## config.mk

```make
export PLATFORM = sky130hd
export DESIGN_NAME = mem_stage
export DESIGN_NICKNAME = d
export VERILOG_FILES = /design/src/rtl/mem_stage_pkg.sv /design/src/rtl/mem_stage_align.sv /design/src/rtl/mem_stage.sv
export SDC_FILE = /design/constraint.sdc
export NUM_CORES = 1
export LEC_CHECK = 0
export CORE_AREA = 2 2 235 237
export CTS_BUF_LIST = sky130_fd_sc_hd__clkbuf_4 sky130_fd_sc_hd__clkbuf_8 sky130_fd_sc_hd__clkbuf_16
export CTS_CLUSTER_DIAMETER = 100
export DETAILED_ROUTE_END_ITERATION = 7
export DIE_AREA = 0 0 237 239
export DONT_BUFFER_PORTS = 1
export SETUP_SLACK_MARGIN = 0.5
export SLEW_MARGIN = 20
export SYNTH_ARGS = -nofsm -noshare
export SYNTH_HDL_FRONTEND = slang
export SYNTH_HIERARCHICAL = 1
export SYNTH_SLANG_ARGS = --single-unit
```

## constraint.sdc

```tcl
create_clock -name clk -period 3 [get_ports clk]
set_clock_uncertainty 0.15 [all_clocks]
set_input_delay 0.6 -clock clk [delete_from_list [all_inputs] [get_ports clk]]
set_output_delay 0.6 -clock clk [all_outputs]
set_load 0.02 [all_outputs]
```

## src/rtl/mem_stage_pkg.sv

```systemverilog
// rtl/mem_stage_pkg.sv - func3 encodings, FSM states and lane helpers for mem_stage
package mem_stage_pkg;

    localparam logic [2:0] F3_LB  = 3'b000;
    localparam logic [2:0] F3_LH  = 3'b001;
    localparam logic [2:0] F3_LW  = 3'b010;
    localparam logic [2:0] F3_LD  = 3'b011;
    localparam logic [2:0] F3_LBU = 3'b100;
    localparam logic [2:0] F3_LHU = 3'b101;
    localparam logic [2:0] F3_LWU = 3'b110;

    localparam logic [2:0] F3_SB  = 3'b000;
    localparam logic [2:0] F3_SH  = 3'b001;
    localparam logic [2:0] F3_SW  = 3'b010;
    localparam logic [2:0] F3_SD  = 3'b011;

    typedef enum logic {
        ST_IDLE = 1'b0,
        ST_BUSY = 1'b1
    } state_t;

    // func3[1:0] is the access size for both loads and stores
    function automatic logic [7:0] size_mask(input logic [1:0] size);
        case (size)
            2'b00:   size_mask = 8'h01;
            2'b01:   size_mask = 8'h03;
            2'b10:   size_mask = 8'h0F;
            default: size_mask = 8'hFF;
        endcase
    endfunction

endpackage

```

## src/rtl/mem_stage_align.sv

```systemverilog
// rtl/mem_stage_align.sv - store lane placement and load byte-select/extension
module mem_align
    import mem_stage_pkg::*;
(
    input  logic [2:0]  i_func3,
    input  logic [2:0]  i_addr_lo,
    input  logic [63:0] i_store_data,
    input  logic [63:0] i_rdata,
    output logic [7:0]  o_wstrb,
    output logic [63:0] o_wdata,
    output logic [63:0] o_load_data
);

    logic [5:0]  w_shamt;
    logic [63:0] w_rshift;

    always_comb begin
        w_shamt  = {i_addr_lo, 3'b000};
        o_wstrb  = size_mask(i_func3[1:0]) << i_addr_lo;
        o_wdata  = i_store_data << w_shamt;
        w_rshift = i_rdata >> w_shamt;
        case (i_func3)
            F3_LB:   o_load_data = {{56{w_rshift[7]}},  w_rshift[7:0]};
            F3_LH:   o_load_data = {{48{w_rshift[15]}}, w_rshift[15:0]};
            F3_LW:   o_load_data = {{32{w_rshift[31]}}, w_rshift[31:0]};
            F3_LD:   o_load_data = w_rshift;
            F3_LBU:  o_load_data = {56'd0, w_rshift[7:0]};
            F3_LHU:  o_load_data = {48'd0, w_rshift[15:0]};
            F3_LWU:  o_load_data = {32'd0, w_rshift[31:0]};
            default: o_load_data = 64'd0;
        endcase
    end

endmodule

```

## src/rtl/mem_stage.sv

```systemverilog
// rtl/mem_stage.sv - MEM stage with MEM/WB register, handshaked dmem access and stall
module mem_stage
    import mem_stage_pkg::*;
#(
    parameter int XLEN    = 64,
    parameter int TIMEOUT = 256
) (
    input  logic            clk,
    input  logic            reset,
    input  logic [XLEN-1:0] pc_in,
    input  logic [2:0]      func3_in,
    input  logic [XLEN-1:0] alu_result_in,
    input  logic [XLEN-1:0] alu_input2_in,
    input  logic [4:0]      rd_in,
    input  logic            RegWrite_in,
    input  logic            MemRead_in,
    input  logic            MemWrite_in,
    input  logic            MemReg_in,
    output logic            dmem_req,
    output logic [XLEN-1:0] dmem_addr,
    output logic [XLEN-1:0] dmem_wdata,
    output logic [7:0]      dmem_wstrb,
    input  logic            dmem_ready,
    input  logic [XLEN-1:0] dmem_rdata,
    output logic [XLEN-1:0] pc_out,
    output logic [XLEN-1:0] alu_result_out,
    output logic [XLEN-1:0] load_data_out,
    output logic [4:0]      rd_out,
    output logic            RegWrite_out,
    output logic            MemReg_out,
    output logic            valid_out,
    output logic            stall_out,
    output logic            mem_fault_out
);

    localparam int CW = (TIMEOUT > 1) ? $clog2(TIMEOUT) : 1;
    localparam logic [CW-1:0] LAST = (TIMEOUT > 0) ? CW'(TIMEOUT - 1) : '0;

    state_t          r_state;
    state_t          w_next;
    logic [CW-1:0]   r_count;
    logic [XLEN-1:0] r_pc;
    logic [XLEN-1:0] r_alu;
    logic [4:0]      r_rd;
    logic [2:0]      r_func3;
    logic            r_regwrite;
    logic            r_memreg;
    logic            r_is_load;

    logic            w_mem_op;
    logic            w_misaligned;
    logic            w_illegal;
    logic            w_timeout;
    logic            w_done;
    logic [2:0]      w_func3;
    logic [2:0]      w_addr_lo;
    logic [7:0]      w_wstrb;
    logic [63:0]     w_wdata;
    logic [63:0]     w_load_data;

    always_comb begin
        w_mem_op = MemRead_in | MemWrite_in;
        case (func3_in[1:0])
            2'b01:   w_misaligned = alu_result_in[0];
            2'b10:   w_misaligned = |alu_result_in[1:0];
            2'b11:   w_misaligned = |alu_result_in[2:0];
            default: w_misaligned = 1'b0;
        endcase
        w_illegal = w_mem_op & (w_misaligned
                              | (MemRead_in & MemWrite_in)
                              | (MemRead_in & (func3_in == 3'b111))
                              | (MemWrite_in & func3_in[2]));
        w_timeout = (TIMEOUT != 0) && (r_count == LAST);
        w_done    = dmem_ready | w_timeout;
        // The aligner serves stores while idle and load extraction while busy
        w_func3   = (r_state == ST_BUSY) ? r_func3   : func3_in;
        w_addr_lo = (r_state == ST_BUSY) ? r_alu[2:0] : alu_result_in[2:0];
    end

    mem_align u_align (
        .i_func3      (w_func3),
        .i_addr_lo    (w_addr_lo),
        .i_store_data (alu_input2_in),
        .i_rdata      (dmem_rdata),
        .o_wstrb      (w_wstrb),
        .o_wdata      (w_wdata),
        .o_load_data  (w_load_data)
    );

    always_ff @(posedge clk) begin
        if (reset) r_state <= ST_IDLE;
        else       r_state <= w_next;
    end

    always_comb begin
        w_next = r_state;
        case (r_state)
            ST_IDLE: if (w_mem_op && !w_illegal) w_next = ST_BUSY;
            ST_BUSY: if (w_done)                 w_next = ST_IDLE;
            default: w_next = ST_IDLE;
        endcase
    end

    always_comb begin
        stall_out = (r_state == ST_BUSY);
    end

    always_ff @(posedge clk) begin
        if (reset) begin
            r_count        <= '0;
            r_pc           <= '0;
            r_alu          <= '0;
            r_rd           <= '0;
            r_func3        <= '0;
            r_regwrite     <= 1'b0;
            r_memreg       <= 1'b0;
            r_is_load      <= 1'b0;
            dmem_req       <= 1'b0;
            dmem_addr      <= '0;
            dmem_wdata     <= '0;
            dmem_wstrb     <= '0;
            pc_out         <= '0;
            alu_result_out <= '0;
            load_data_out  <= '0;
            rd_out         <= '0;
            RegWrite_out   <= 1'b0;
            MemReg_out     <= 1'b0;
            valid_out      <= 1'b0;
            mem_fault_out  <= 1'b0;
        end else if (r_state == ST_IDLE) begin
            r_count <= '0;
            if (!w_mem_op || w_illegal) begin
                pc_out         <= pc_in;
                alu_result_out <= alu_result_in;
                load_data_out  <= '0;
                rd_out         <= rd_in;
                RegWrite_out   <= RegWrite_in & ~w_illegal;
                MemReg_out     <= MemReg_in;
                valid_out      <= 1'b1;
                mem_fault_out  <= w_illegal;
                dmem_req       <= 1'b0;
            end else begin
                r_pc          <= pc_in;
                r_alu         <= alu_result_in;
                r_rd          <= rd_in;
                r_func3       <= func3_in;
                r_regwrite    <= RegWrite_in;
                r_memreg      <= MemReg_in;
                r_is_load     <= MemRead_in;
                dmem_req      <= 1'b1;
                dmem_addr     <= {alu_result_in[XLEN-1:3], 3'b000};
                dmem_wstrb    <= MemWrite_in ? w_wstrb : 8'h00;
                dmem_wdata    <= MemWrite_in ? w_wdata : '0;
                valid_out     <= 1'b0;
                mem_fault_out <= 1'b0;
            end
        end else if (w_done) begin
            // dmem_ready wins over a timeout landing in the same cycle
            pc_out         <= r_pc;
            alu_result_out <= r_alu;
            load_data_out  <= (dmem_ready && r_is_load) ? w_load_data : '0;
            rd_out         <= r_rd;
            RegWrite_out   <= r_regwrite & dmem_ready;
            MemReg_out     <= r_memreg;
            valid_out      <= 1'b1;
            mem_fault_out  <= ~dmem_ready;
            dmem_req       <= 1'b0;
            dmem_wstrb     <= 8'h00;
        end else begin
            r_count       <= r_count + 1'b1;
            valid_out     <= 1'b0;
            mem_fault_out <= 1'b0;
        end
    end

endmodule

```

**After elaboration in Yosys (flattened, before gate mapping)**

Index checks and enable logic that the tools add are counted.

- $add $sub $neg: 1
- Eq/ne operators: 15
- Shifts and indexed selects: 3
- Multiplexer cells: 41
- Bitwise operators: 15
- Reductions and logical operators: 14

Operator list:

| kind | count |
|---|---|
| $mux W64 | 11 |
| $pmux W64 S7 | 1 |
| $shl A64 B6 Y64 | 1 |
| $shr A64 B6 Y64 | 1 |
| $mux W8 | 4 |
| $pmux W8 S3 | 1 |
| $mux W1 | 17 |
| $mux W5 | 3 |
| $eq A3 B3 Y1 const B | 4 |
| $add A8 B1 Y8 const B | 1 |
| $eq A8 B8 Y1 const B | 1 |
| $shl A8 B3 Y8 | 1 |
| $and A1 B1 Y1 | 6 |
| $eq A2 B2 Y1 const B | 3 |
| $eq A3 B2 Y1 const B | 2 |
| $mux W3 | 2 |
| $reduce_and A2 Y1 | 3 |
| $or A1 B1 Y1 | 5 |
| $eq A2 B1 Y1 const B | 2 |
| $not A1 Y1 | 4 |
| $reduce_or A2 Y1 | 2 |
| $eq A3 B1 Y1 const B | 1 |
| $logic_not A3 Y1 | 1 |
| $pmux W1 S3 | 1 |
| other kinds (9) | 11 |

- Flip-flop bits (word level): 483
- Input port bits: 271
- Output and inout port bits: 339
- Logic and storage cells: 110

**Logic depth before layout (Yosys ltp)**

- Word-level depth: 10
- Depth in mapped cells: 13
- Depth with buffers taken out: 8

**Modules after synthesis**

The synthesis kept the hierarchy.

Modules (own cells, without submodules):

| module | times used | cells an instance | area an instance (sq um) |
|---|---|---|---|
| mem_stage | 1 | 1993 | 17984.7 |
| mem_align | 1 | 612 | 4431.8 |

**Worst setup path before layout**

OpenSTA, ideal clock, no wires.

- Path kind: register to register
- Start: register r_state, in the netlist stall_out
- End: register load_data_out[48]
- Arrival: 2.876 ns
- Data required time: 2.789 ns
- Slack: -0.087 ns
- Stages on the path, launching flop included: 12
- Cell sequence: dfxtp_1 -> clkbuf_1 -> clkbuf_1 -> clkbuf_1 -> mux2_2 -> nor4bb_1 -> buf_2 -> and2_1 -> buf_1 -> nand2b_1 -> nand4_1 -> a32o_1

- Longest elaborated chain between the ends: 6
- Elaborated cells on any way between the ends: 17

Ends and longest elaborated chain:

| element | line | text |
|---|---|---|
| start, declared | mem_stage.sv:39 | `state_t r_state;` |
| start signal, assigned | mem_stage.sv:92 | `else r_state <= w_next;` |
| $mux W3 (*) | mem_stage.sv:76 | `w_func3 = (r_state == ST_BUSY) ? r_func3 : func3_in;` |
| net w_func3[2] | mem_stage.sv:55 | `logic [2:0] w_func3;` |
| $eq A3 B3 Y1 (tied with other cells) | mem_stage_align.sv:22 | `case (i_func3)` |
| $pmux W64 S7 (*) | mem_stage_align.sv:22 |  |
| net w_load_data[48] | mem_stage.sv:59 | `logic [63:0] w_load_data;` |
| $mux W64 (*) | mem_stage.sv:161 | `load_data_out <= (dmem_ready && r_is_load) ? w_load_data : '0;` |
| $mux W64 (*) | mem_stage.sv:157 | `end else if (w_done) begin` |
| $mux W64 (*) | mem_stage.sv:130 | `end else if (r_state == ST_IDLE) begin` |
| end signal, assigned | mem_stage.sv:161 |  |
| end, declared | mem_stage.sv:27 | `output logic [XLEN-1:0] load_data_out,` |

The timed path passes the listed nets; every way through them passes the cells marked *. The select of a mux whose other input is x is not followed.
A chain may end at the register's enable or synchronous reset.

**Worst setup path after layout**

- Start: register r_state, in the netlist stall_out
- End: output port stall_out

RTL lines:

| element | line | text |
|---|---|---|
| end, declared | mem_stage.sv:32 | `output logic stall_out,` |

No word-level cell between the ends.

==> run summary <==
status: complete, but fails checks
violated checks: negative hold slack
total power draw: 15.3 mW
Sw Ratio: 30.1%
multiplexer share of the synthesized area: 22.0%
adder-cell share of the synthesized area: 0.0558%
CP Max Fanout: 58
die area: 56600 um^2
I/O Pins: 610
initial antenna violation count: 0
highest-count cells in the layout ignoring fill and taps: 421 x dfxtp_1, 371 x nand2_1, 245 x a21oi_1
hpwl dp: 53.3 mm
Max-slew headroom: 49.7%
Avg WL per Cell: 25.3 um
Root Driver: clkbuf_16
most common cell after layout, fill and taps aside: dfxtp_1
internal power: 10.7 mW
first-pass GRT wire length: 116 mm
CP arrival: 1.77 ns
Via density: 6.19
worst hold path class: in -> reg
worst slew pin tran: 0.755 ns
largest family of logic cells by synthesized area: multiplexers
core area: 54300 um^2
Clk pin slew, worst setup/hold paths: 0.06 ns
Die Y-Extent: 239 um
switching power: 4.62 mW
clock latency on the worst-skew pair: 0.59 ns
global route total overflow: 0
Netlist cell types: 61
final period utilization: 84.0%
Critical Path End Type: output pin
Cells after Synth: 2605
fraction of power consumed by sequential logic: 42.2%
crit path time final: 2.52 ns
xor/xnor cell area share of the yosys netlist: 0.195%
Comb power frac: 17.3%
Crit Reg-Reg Startpoint: stall_out
commonest register cell after synthesis: dfxtp_1
total CTS buffers: 49
Initial Util: 41.3%
max-slew violations: 0
Ys Warns: 6
clk buf depth: 3
r2r endpoint: load_data_out[29]
WS Path Type: reg -> out
count of final setup violators: 0
IO buf count: 0
Hold Slack: -0.0513 ns
final wirelength: 81.5 mm
synthesized area: 22400 um^2
Hold Fails Final Rpt: 58
static leakage: 9.14 nW
clock sinks: 422
#FFs+latches synth: 422
Post-synth EDFFs: 0
hold depth: 1
DRT antenna net count: 0
Compound-Gate Fraction of Synth Area: 16.8%
required time of the critical path: 2.25 ns
Vias: 20000
layout cell share with drive strength beyond 1: 16.3%
Fmax: 397 MHz
DR DRC count: 0
Max VDD drop: 0.445 mV
Die X: 237 um
Final GP Congestion: 0.952
Post-Syn Area per Cell: 8.61 um^2
Rows: 86
clock share of power: 40.5%
area share of and/or/nand/nor cells after synthesis: 15.1%
CP Launch Type: flip-flop
vias in the first global route: 18400
Layout fillers: 5189
DR iter-0 viols: 1683
TritonCTS clock tree: built
worst reg2reg setup slack: 0.52 ns
fin nets: 2760
GRT Resource Usage Total: 26.0%
Worst Setup SP: stall_out
largest net degree at the start of global routing: 212
Area Overhead vs Synth: 13.0%
htree depth: 2
R2R depth: 8
RSZ-0062 raised after global routing: yes
PD cells: 605 nW/um^2
setup_tns: 0 ns
post-synthesis sequential area ratio: 37.7%
Max Cap Viol: 0
share of flip-flops with an asynchronous set or reset: 0%
end of the critical path: stall_out
Pre-antenna DRT Iters: 7
[state kept, by name (all words and copies together) (netlist names), 3 cells and up]
name            count
r_count             8
pc_out             64
dmem_wdata         64
dmem_wstrb          8
r_alu              64
r_pc               64
load_data_out      64
r_rd                5
rd_out              5
alu_result_out     64
r_func3             3
[layout make-up]
class / count / area [um^2] / share of cell area, %
Multi-Input combinational cell: 1839 / 12400 / 49.0
Timing Repair Buffer: 168 / 1890 / 7.48
Antenna cell: 2 / 5.00 / 0.0198
Tap cell: 704 / 881 / 3.48
Clock inverter: 20 / 270 / 1.07
Clock buffer: 64 / 1390 / 5.48
Sequential cell: 422 / 8450 / 33.4
Inverter: 8 / 41.3 / 0.163
[stage by stage]
step / hold slack [ns] / cells / instance area, um^2 / setup WS, ns / utilization, %
after floorplan: 0.298 / 2607 / 22500 / 0.500 / -
after global placement: 0.300 / 3042 / 22400 / 0.134 / 41.3
after detailed placement: 0.309 / 3042 / 22500 / 0.261 / 41.3
after CTS: -0.110 / 3145 / 24400 / 0.446 / 44.8
after global routing: -0.0900 / 3225 / 25300 / 0.423 / 46.6
final: -0.0513 / 3227 / 25300 / 0.479 / 46.6
[kinds of logic after synthesis]
kind of cell	count (synthesis)
simple gates	746
compound gates	638
mux	442
flops	422
buf+inv	350
xor+xnor	5
fa+ha+maj	1
other cells	1
[cell usage after synthesis, drive strengths merged (5+ instances only)]
cell | count | area share, %
a2111oi | 5 | 0.31
a211oi | 6 | 0.20
a21oi | 247 | 5.5
a22oi | 6 | 0.25
a32o | 64 | 2.9
and2 | 21 | 0.59
and3 | 6 | 0.17
buf | 160 | 4.9
clkbuf | 182 | 3.1
dfxtp | 422 | 38
inv | 7 | 0.12
mux2 | 168 | 8.4
mux2i | 250 | 11
mux4 | 24 | 2.4
nand2 | 372 | 6.2
nand2b | 12 | 0.33
nand3 | 149 | 3.3
nand4 | 98 | 2.7
nor2 | 75 | 1.3
o211ai | 22 | 0.74
o21ai | 244 | 5.5
o22ai | 17 | 0.47
o2bb2ai | 9 | 0.35
xnor2 | 5 | 0.20
[power groups by stage]
| stage | logic [mW] | clock network (mW) | registers (mW) |
|---|---|---|---|
| after CTS | 2.45 | 6.33 | 6.46 |
| final | 2.66 | 6.21 | 6.46 |
| after floorplan | 2.01 | 0 | 6.40 |
| after detailed placement | 2.41 | 0 | 6.58 |
| after global placement | 2.36 | 0 | 6.57 |
| after global routing | 2.85 | 6.54 | 6.48 |
[worst max-delay path, stage by stage, from the launching register on]
cell and delay (ns):
dfxtp_4 0.40, buf_4 0.36, buf_16 0.32
[worst min path at each step]
stage / from / to
final: reset / r_alu[11]
after global routing: reset / r_alu[1]
after CTS: reset / r_alu[23]
after detailed placement: r_pc[5] / r_pc[5]
after global placement: r_pc[13] / r_pc[13]
after floorplan: r_count[6] / r_count[6]
[routing by layer]
metal	up-vias	global-route usage (%)	routed length [um]
met3	215	10.4	9140
met1	9681	30.5	30800
met2	988	42.1	37700
li1	9098	-	-
met4	0	11.3	3870
met5	-	0	0
[repair_timing]
action                                  in CTS  in global routing
setup buffers                                2                 12
endpoints found under the setup margin      38                 93
hold buffers                                16                 60
resized for setup                           10                 37
pin swaps                                    1                  3
endpoints found under the hold margin      208                 99
cloned                                       1                  7
(Power assumes the default switching activity.)
